===== src/rtl/d_ff_pipe_pkg.sv =====
// rtl/d_ff_pipe_pkg.sv - shared constants and helpers for the elastic register pipeline
// Contents:
//   DEFAULT_WIDTH / DEFAULT_DEPTH  default data width and stage count
//   occ_w(depth)                   width of an occupancy count that reaches depth
package d_ff_pipe_pkg;

  localparam int DEFAULT_WIDTH = 8;
  localparam int DEFAULT_DEPTH = 3;

  // The count must be able to hold the value DEPTH itself, hence depth+1.
  function automatic int occ_w(input int depth);
    return $clog2(depth + 1);
  endfunction

endpackage


===== src/rtl/d_ff_pipe_if.sv =====
// rtl/d_ff_pipe_if.sv - valid/ready handshake bundle around the elastic pipeline
// Signals:
//   in_valid/in_data/in_ready     upstream side (producer -> pipeline)
//   out_valid/out_data/out_ready  downstream side (pipeline -> consumer)
// Modports:
//   slave   the pipeline itself
//   master  the surrounding producer/consumer environment
interface d_ff_pipe_if
  import d_ff_pipe_pkg::*;
#(
  parameter int WIDTH = DEFAULT_WIDTH
);

  logic             in_valid;
  logic [WIDTH-1:0] in_data;
  logic             in_ready;
  logic             out_valid;
  logic [WIDTH-1:0] out_data;
  logic             out_ready;

  modport master (
    output in_valid, in_data, out_ready,
    input  in_ready, out_valid, out_data
  );

  modport slave (
    input  in_valid, in_data, out_ready,
    output in_ready, out_valid, out_data
  );

endinterface


===== src/rtl/d_ff_stage.sv =====
// rtl/d_ff_stage.sv - one elastic register stage (valid bit + data word)
// Ports:
//   clk, rst         rising-edge clock, asynchronous active-low reset
//   clr              synchronous flush to the empty/RESET_VAL state
//   up_valid/up_data word offered by the previous stage (or pipeline input)
//   down_ready       the next stage (or consumer) can take this stage's word
//   valid/data       registered contents of this stage
module d_ff_stage
  import d_ff_pipe_pkg::*;
#(
  parameter int               WIDTH     = DEFAULT_WIDTH,
  parameter logic [WIDTH-1:0] RESET_VAL = '0
) (
  input  logic             clk,
  input  logic             rst,
  input  logic             clr,
  input  logic             up_valid,
  input  logic [WIDTH-1:0] up_data,
  input  logic             down_ready,
  output logic             valid,
  output logic [WIDTH-1:0] data
);

  // An empty stage always accepts, which is what lets bubbles collapse.
  logic ready;
  assign ready = !valid || down_ready;

  always_ff @(posedge clk or negedge rst) begin
    if (!rst) begin
      valid <= 1'b0;
      data  <= RESET_VAL;
    end else if (clr) begin
      valid <= 1'b0;
      data  <= RESET_VAL;
    end else if (ready) begin
      valid <= up_valid;
      // A bubble moving in only clears valid; data keeps its old value.
      if (up_valid) begin
        data <= up_data;
      end
    end
  end

endmodule


===== src/rtl/d_ff_pipe.sv =====
// rtl/d_ff_pipe.sv - WIDTH-bit, DEPTH-stage elastic register pipeline
// Ports:
//   clk, rst   rising-edge clock, asynchronous active-low reset
//   clr        synchronous flush of every stage
//   bus        valid/ready handshake bundle (slave side)
//   occupancy  registered count of valid stages
module d_ff_pipe
  import d_ff_pipe_pkg::*;
#(
  parameter int               WIDTH     = DEFAULT_WIDTH,
  parameter int               DEPTH     = DEFAULT_DEPTH,
  parameter logic [WIDTH-1:0] RESET_VAL = '0
) (
  input  logic                    clk,
  input  logic                    rst,
  input  logic                    clr,
  d_ff_pipe_if.slave              bus,
  output logic [occ_w(DEPTH)-1:0] occupancy
);

  localparam int OW = occ_w(DEPTH);

  logic [DEPTH-1:0] valid;
  logic [WIDTH-1:0] data [DEPTH];
  logic [DEPTH-1:0] down_ready;
  logic             in_xfer;
  logic             out_xfer;

  // Ready ripples from the output back to the input. It is accumulated from
  // the valid bits in one pass so no signal feeds back into itself.
  always_comb begin
    logic acc;
    acc        = bus.out_ready;
    down_ready = '0;
    for (int i = DEPTH - 1; i >= 0; i--) begin
      down_ready[i] = acc;
      acc           = acc || !valid[i];
    end
    bus.in_ready = acc;
  end

  for (genvar i = 0; i < DEPTH; i++) begin : g_stage
    logic             up_valid;
    logic [WIDTH-1:0] up_data;

    if (i == 0) begin : g_head
      assign up_valid = bus.in_valid;
      assign up_data  = bus.in_data;
    end else begin : g_body
      assign up_valid = valid[i-1];
      assign up_data  = data[i-1];
    end

    d_ff_stage #(
      .WIDTH     (WIDTH),
      .RESET_VAL (RESET_VAL)
    ) u_stage (
      .clk        (clk),
      .rst        (rst),
      .clr        (clr),
      .up_valid   (up_valid),
      .up_data    (up_data),
      .down_ready (down_ready[i]),
      .valid      (valid[i]),
      .data       (data[i])
    );
  end

  assign bus.out_valid = valid[DEPTH-1];
  assign bus.out_data  = data[DEPTH-1];

  assign in_xfer  = bus.in_valid && bus.in_ready;
  assign out_xfer = bus.out_valid && bus.out_ready;

  // Tracks the popcount of valid bits without an adder tree.
  always_ff @(posedge clk or negedge rst) begin
    if (!rst) begin
      occupancy <= '0;
    end else if (clr) begin
      occupancy <= '0;
    end else if (in_xfer && !out_xfer) begin
      occupancy <= occupancy + OW'(1);
    end else if (out_xfer && !in_xfer) begin
      occupancy <= occupancy - OW'(1);
    end
  end

endmodule


===== src/flat_wrapper.sv =====
// flat-port wrapper written by rule: the top's interface ports become plain ports
module d_ff_pipe_flat import d_ff_pipe_pkg::*;
#(
  parameter int               WIDTH     = DEFAULT_WIDTH,
  parameter int               DEPTH     = DEFAULT_DEPTH,
  parameter logic [WIDTH-1:0] RESET_VAL = '0
)
  (clk, rst, clr, occupancy, bus_in_valid, bus_in_data, bus_out_ready, bus_in_ready, bus_out_valid, bus_out_data);
  d_ff_pipe_if #(.WIDTH(WIDTH)) bus_i ();
  input  logic clk;
  input  logic rst;
  input  logic clr;
  output logic [occ_w(DEPTH)-1:0] occupancy;
  input wire logic [$bits(bus_i.in_valid)-1:0] bus_in_valid;
  input wire logic [$bits(bus_i.in_data)-1:0] bus_in_data;
  input wire logic [$bits(bus_i.out_ready)-1:0] bus_out_ready;
  output wire logic [$bits(bus_i.in_ready)-1:0] bus_in_ready;
  output wire logic [$bits(bus_i.out_valid)-1:0] bus_out_valid;
  output wire logic [$bits(bus_i.out_data)-1:0] bus_out_data;
  assign bus_i.in_valid = bus_in_valid;
  assign bus_i.in_data = bus_in_data;
  assign bus_i.out_ready = bus_out_ready;
  assign bus_in_ready = bus_i.in_ready;
  assign bus_out_valid = bus_i.out_valid;
  assign bus_out_data = bus_i.out_data;
  d_ff_pipe #(.WIDTH(WIDTH), .DEPTH(DEPTH), .RESET_VAL(RESET_VAL)) u_core (.clk(clk), .rst(rst), .clr(clr), .bus(bus_i), .occupancy(occupancy));
endmodule

===== config.mk =====
export PLATFORM = sky130hd
export DESIGN_NAME = d_ff_pipe_flat
export DESIGN_NICKNAME = d
export VERILOG_FILES = /design/src/rtl/d_ff_pipe_pkg.sv /design/src/rtl/d_ff_pipe_if.sv /design/src/rtl/d_ff_stage.sv /design/src/rtl/d_ff_pipe.sv /design/src/flat_wrapper.sv
export SDC_FILE = /design/constraint.sdc
export NUM_CORES = 1
export LEC_CHECK = 0
export CORE_MARGIN = 2
export CORE_UTILIZATION = 35
export DETAILED_ROUTE_END_ITERATION = 8
export PLACE_DENSITY = 0.57
export SETUP_SLACK_MARGIN = 0.5
export SLEW_MARGIN = 20
export SYNTH_ARGS = -nofsm -noshare
export SYNTH_HDL_FRONTEND = slang
export SYNTH_HIERARCHICAL = 1
export SYNTH_SLANG_ARGS = --single-unit

===== constraint.sdc =====
create_clock -name clk -period 1.5 [get_ports clk]
set_input_delay 0.3 -clock clk [delete_from_list [all_inputs] [get_ports clk]]
set_output_delay 0.3 -clock clk [all_outputs]
set_load 0.01 [all_outputs]

**Yosys cells after proc, flatten, opt, wreduce, memory -nomap -nowiden**

Index checks and enable logic that the tools add are counted.
Widths: inputs -> output; s select.

- Mux-type cells: 18
- Add/sub/neg operators: 2
- Reduce and logical (&&, ||, !) cells: 22

Operators with widths:

| kind | number |
|---|---|
| $mux 8 | 9 |
| $reduce_bool 2->1 | 6 |
| $mux 1 | 6 |
| $mux 2 | 3 |
| $reduce_and 2->1 | 3 |
| $logic_not 1->1 | 5 |
| $logic_and 1x1->1 | 4 |
| $logic_or 1x1->1 | 3 |
| $reduce_bool 3->1 | 1 |
| $add 2x1->2 const B | 1 |
| $sub 2x1->2 const B | 1 |

- Register bits: 29
- Output and inout port bits: 12
- Bits of input ports: 13
- Word-level logic and storage cells: 49

**Longest topological paths before layout**

- Word-level depth: 10
- Depth in mapped cells: 6

**Hierarchy**

Netlist, hierarchy kept.

Modules (own cells, without submodules):

| module | area each (µm²) | cells each | instances |
|---|---|---|---|
| d_ff_stage | 451.7 | 39 | 3 |
| d_ff_pipe | 148.9 | 18 | 1 |

**Worst setup path before layout**

Ideal clock, no wire load.

- Path type: register to register
- Start: reg u_core.g_stage[0].u_stage.valid
- End: reg u_core.occupancy[1]
- Arrival: 1.140 ns
- Setup time: 0.128 ns
- Slack: 0.232 ns
- Required time: 1.372 ns
- Stages on the path, launching flop included: 5
- Period minus slack after synthesis: 1.268 ns
- Buffers on the path: 0
- Cell sequence: dfrtp_1 > a21o_1 > a21boi_2 > mux2i_1 > mux2_1

- Cells in the longest elaborated chain, start to end: 6
- Elaborated cells on any way between the ends: 9

Ends and longest elaborated chain:

| what | RTL line | text |
|---|---|---|
| start, declared | d_ff_stage.sv:20 | `output logic valid,` |
| start signal, assigned | d_ff_stage.sv:36 | `valid <= up_valid;` |
| $logic_not 1->1 * | d_ff_pipe.sv:37 | `acc = acc \|\| !valid[i];` |
| $logic_or 1x1->1 * | d_ff_pipe.sv:37 |  |
| $logic_and 1x1->1 * | d_ff_pipe.sv:72 | `assign in_xfer = bus.in_valid && bus.in_ready;` |
| $logic_and 1x1->1 / $logic_not 1->1 (equally long branches) | d_ff_pipe.sv:81, d_ff_pipe.sv:83 |  |
| $mux 2 / $logic_and 1x1->1 (equally long branches) | d_ff_pipe.sv:81, d_ff_pipe.sv:83 |  |
| $mux 2 / $reduce_bool 3->1 (equally long branches) | -- |  |
| end signal, assigned | d_ff_pipe.sv:82 | `occupancy <= occupancy + OW'(1);` |
| end signal, assigned | d_ff_pipe.sv:84 | `occupancy <= occupancy - OW'(1);` |
| end, declared | d_ff_pipe.sv:18 | `output logic [occ_w(DEPTH)-1:0] occupancy` |

Every way passes the cells marked *; elsewhere a longest branch is shown, timed or not.
A chain may end at the register's enable or synchronous reset.

**Worst setup path in the final report**

- Start: reg u_core.g_stage[2].u_stage.valid
- End: reg u_core.g_stage[0].u_stage.data[1]

- Cells in the longest elaborated chain, start to end: 6

Ends and longest elaborated chain:

| what | RTL line | text |
|---|---|---|
| start, declared | d_ff_stage.sv:20 |  |
| start signal, assigned | d_ff_stage.sv:36 |  |
| $logic_not 1->1 | d_ff_pipe.sv:37 |  |
| $logic_or 1x1->1 (2 in a row) | d_ff_pipe.sv:37 |  |
| net u_core.down_ready[0] | d_ff_pipe.sv:25 | `logic [DEPTH-1:0] down_ready;` |
| $logic_or 1x1->1 | d_ff_stage.sv:26 | `assign ready = !valid \|\| down_ready;` |
| $reduce_bool 2->1 (no line) | -- |  |
| $reduce_and 2->1 (no line) | -- |  |
| end signal, assigned | d_ff_stage.sv:39 | `data <= up_data;` |
| end, declared | d_ff_stage.sv:21 | `output logic [WIDTH-1:0] data` |

The timed path passes the listed nets, and every way through them passes these cells.

==> impl_metrics.py <==
metrics = {
    "outcome": {
        "status": "completed",
    },
    "final_layout": {
        "stdcell_count": 235,
        "syn2layout_area_growth_pct": 36.2,
        "layout.nets": 197,
        "nFillCells": 390,
        "drive_gt1_frac": 0.314,
        "final_core_util": 0.505,
        "antenna_cells": 0,
        "postLayoutCellArea_um2": 2050,
    },
    "sta": {
        "post-route-period-util": 0.873,
        "hold_violations": 0,
        "worst_slack_ps": 190,
        "max_slew.worst_pin.slew_ps": 364,
        "slew_headroom": 0.757,
        "slew_violations": 0,
        "max_freq_mhz": 764,
        "rsz0062_at_grt": "yes",
        "skew_ps": 1.79,
        "setup_viol_count_final": 0,
        "fin_crit_ps": 1310,
    },
    "clock_tree": {
        "h-tree-depth": 2,
        "clkLatencyLatePin_ps": 280,
        "numCtsBuffers": 5,
        "clock_sinks": 29,
        "clkTransAtPathRegs_ps": 60,
        "cts_tree": "built",
        "cts_hold_buffers": 0,
        "cts_root_buffer": "clkbuf_8",
        "clock_path_buffers": 2,
    },
    "die": {
        "die_h_um": 69.6,
        "core_area_um2": 4060,
        "initial_core_util": 0.371,
        "die_w_um": 69.6,
        "fp-row-count": 23,
        "num_io_pins": 25,
        "dieArea_um2": 4840,
    },
    "yosys": {
        "ys_ff_latch": 29,
        "synth_cell_types": 15,
        "synthAdderAreaFrac": 0,
        "avgSynthCellArea_um2": 11.1,
        "synth_compound_area_frac": 0.0532,
        "syn_nets": 148,
        "synthCells": 135,
        "yosys_warnings": 6,
        "muxShareOfSynthArea": 0.174,
        "synth_simple_gate_area_frac": 0.235,
        "mappedNetlistArea_um2": 1500,
        "seq_area_frac_synth": 0.483,
        "synth_top_family_by_area": "simple AND/OR/NAND/NOR gates",
        "synth-xor-area-share": 0,
    },
    "setup_path": {
        "worstPathRequired_ps": 1700,
        "cp.arrival_ps": 1510,
        "cp-start-kind": "register",
        "critPathMaxStageDelay_ps": 400,
        "path_cells": "nor2b_4, buf_6, nand2_2, inv_2, a21boi_2, buf_12, mux2i_1",
        "path_class": "reg2reg",
        "worstSetupEndpointType": "register",
        "critPathSlowestCell": "dfrtp_2",
        "crit_fanout": 8,
    },
    "global_routing": {
        "track_usage": 0.123,
        "grt_pass1_vias": 1072,
        "grt_start_max_net_pins": 41,
        "grt_pass1_wl_um": 4750,
        "globalRoute.totalOverflow": 0,
        "antenna_found_initial": 0,
    },
    "placement": {
        "place_hpwl_um": 1760,
        "post-place-cells": 215,
        "portBuffers": 24,
        "preCtsSetupSlack_ps": -281,
        "place_area_um2": 1880,
        "routabilityCongestion": 0.705,
    },
    "pwr": {
        "p_leak_nw": 0.951,
        "power_density_nw_per_um2": 857,
        "ir_drop_mv": 0.522,
        "power_mw": 1.76,
    },
    "job": {
        "drv_cap": 0,
    },
    "detailed_routing": {
        "drtAntennaViolNets": 0,
        "drt_iter0_markers": 45,
        "first_pass_iters": 4,
        "drt-wirelength-per-cell_um": 11.2,
        "vias": 1045,
        "wirelength_um": 2630,
        "vias_per_cell": 4.45,
        "drcViolationCount": 0,
    },
    "worst_hold_path": {
        "hold_class": "in2async",
    },
}
per-stage QoR:
| stage | hold slack, ps | TNS (ps) |
|---|---|---|
| floorplan | 4.41 | 0 |
| global placement | 526 | -3820 |
| detailed placement | 533 | -4460 |
| CTS | 425 | 0 |
| global route | 445 | 0 |
| finish | 412 | 0 |
power by group:
group	switching (mW)	total, mW	internal [mW]
sequential	0.0165	0.827	0.810
clock	0.285	0.699	0.414
combinational	0.0977	0.230	0.133
total	0.399	1.76	1.36
worst max-delay path: cells and delay by family, from the launching register on:
family	cells	cell delay (ps)
compound gates	1	170
buf+inv	3	300
flops	1	400
mux	1	180
simple gates	2	180
state kept, by name, summed over array words and instances, names as in the netlist:
register                      count
u_core/occupancy                  2
u_core/g_stage.u_stage/valid      3
u_core/g_stage.u_stage/data      24
cells in the mapped netlist:
cell type,number,area [um^2]
mux2i_1,25,250
dfrtp_1,29,726
o21ai_0,1,5.00
nor2b_1,2,12.5
nand2_1,2,7.51
a21o_1,1,7.51
inv_1,4,15.0
nor2_1,6,22.5
buf_6,6,67.6
o31ai_1,1,7.51
a21oi_1,3,15.0
mux2_1,1,11.3
nand2b_1,49,307
a21boi_2,4,45.0
nand3_1,1,5.00
final cells by class:
class / count / area, um^2 / area share
multi-input combinational: 96 / 724 / 0.354
inverter: 4 / 15.0 / 0.00733
clock buffer: 7 / 96.3 / 0.0470
sequential: 29 / 728 / 0.356
timing repair buffer: 48 / 417 / 0.203
tap: 50 / 62.6 / 0.0305
clock inverter: 1 / 5.00 / 0.00244
cell usage in the layout (no fill, tap or decap):
cell              n
nand2b_1         49
dfrtp_1          27
mux2i_1          25
buf_4            17
buf_2            11
clkdlybuf4s50_1  10
clkbuf_8          7
nor2_1            6
buf_6             5
inv_2             3
a21boi_2          3
buf_12            3
dlygate4sd2_1     2
a21oi_2           2
dfrtp_2           2
clkinv_2          1
nor2b_4           1
nand2_2           1
nand3_1           1
nand2_1           1
a21o_1            1
o21ai_2           1
o31ai_1           1
nor2b_1           1
mux2_1            1
inv_1             1
a21boi_4          1
a21oi_1           1
layer usage:
layer,vias to the layer above,global-route usage,wire (um)
met4,0,0.0654,63
met1,480,0.163,1320
met5,-,0,0
met3,8,0.0363,132
li1,534,-,-
met2,23,0.182,1110
cells by family (layout without fill, tap and decap cells):
family	Yosys count	after routing
mux	26	26
buf+inv	10	60
compound gates	10	10
simple gates	60	60
flops	29	29
final timing paths:
kind	slack [ps]	start	cells past startpoint	end
max	190	u_core/g_stage[2].u_stage/valid	7	u_core/g_stage[0].u_stage/data[1]
min reg2reg	540	u_core/g_stage[2].u_stage/data[3]	2	u_core/g_stage[2].u_stage/data[3]
min	410	rst	2	u_core/g_stage[1].u_stage/valid
max in group asynchronous	800	rst	2	u_core/g_stage[0].u_stage/valid
min in group clk	470	bus_in_valid	3	u_core/g_stage[0].u_stage/valid
max reg2reg	190	u_core/g_stage[2].u_stage/valid	7	u_core/g_stage[0].u_stage/data[1]
what timing repair did:
item	4_1_cts	5_1_grt
buffers inserted	8	4
endpoints found under the setup margin	41	40
cloned	0	0
gates resized for setup	59	3
pin swaps	8	3
(Power assumes the default switching activity.)
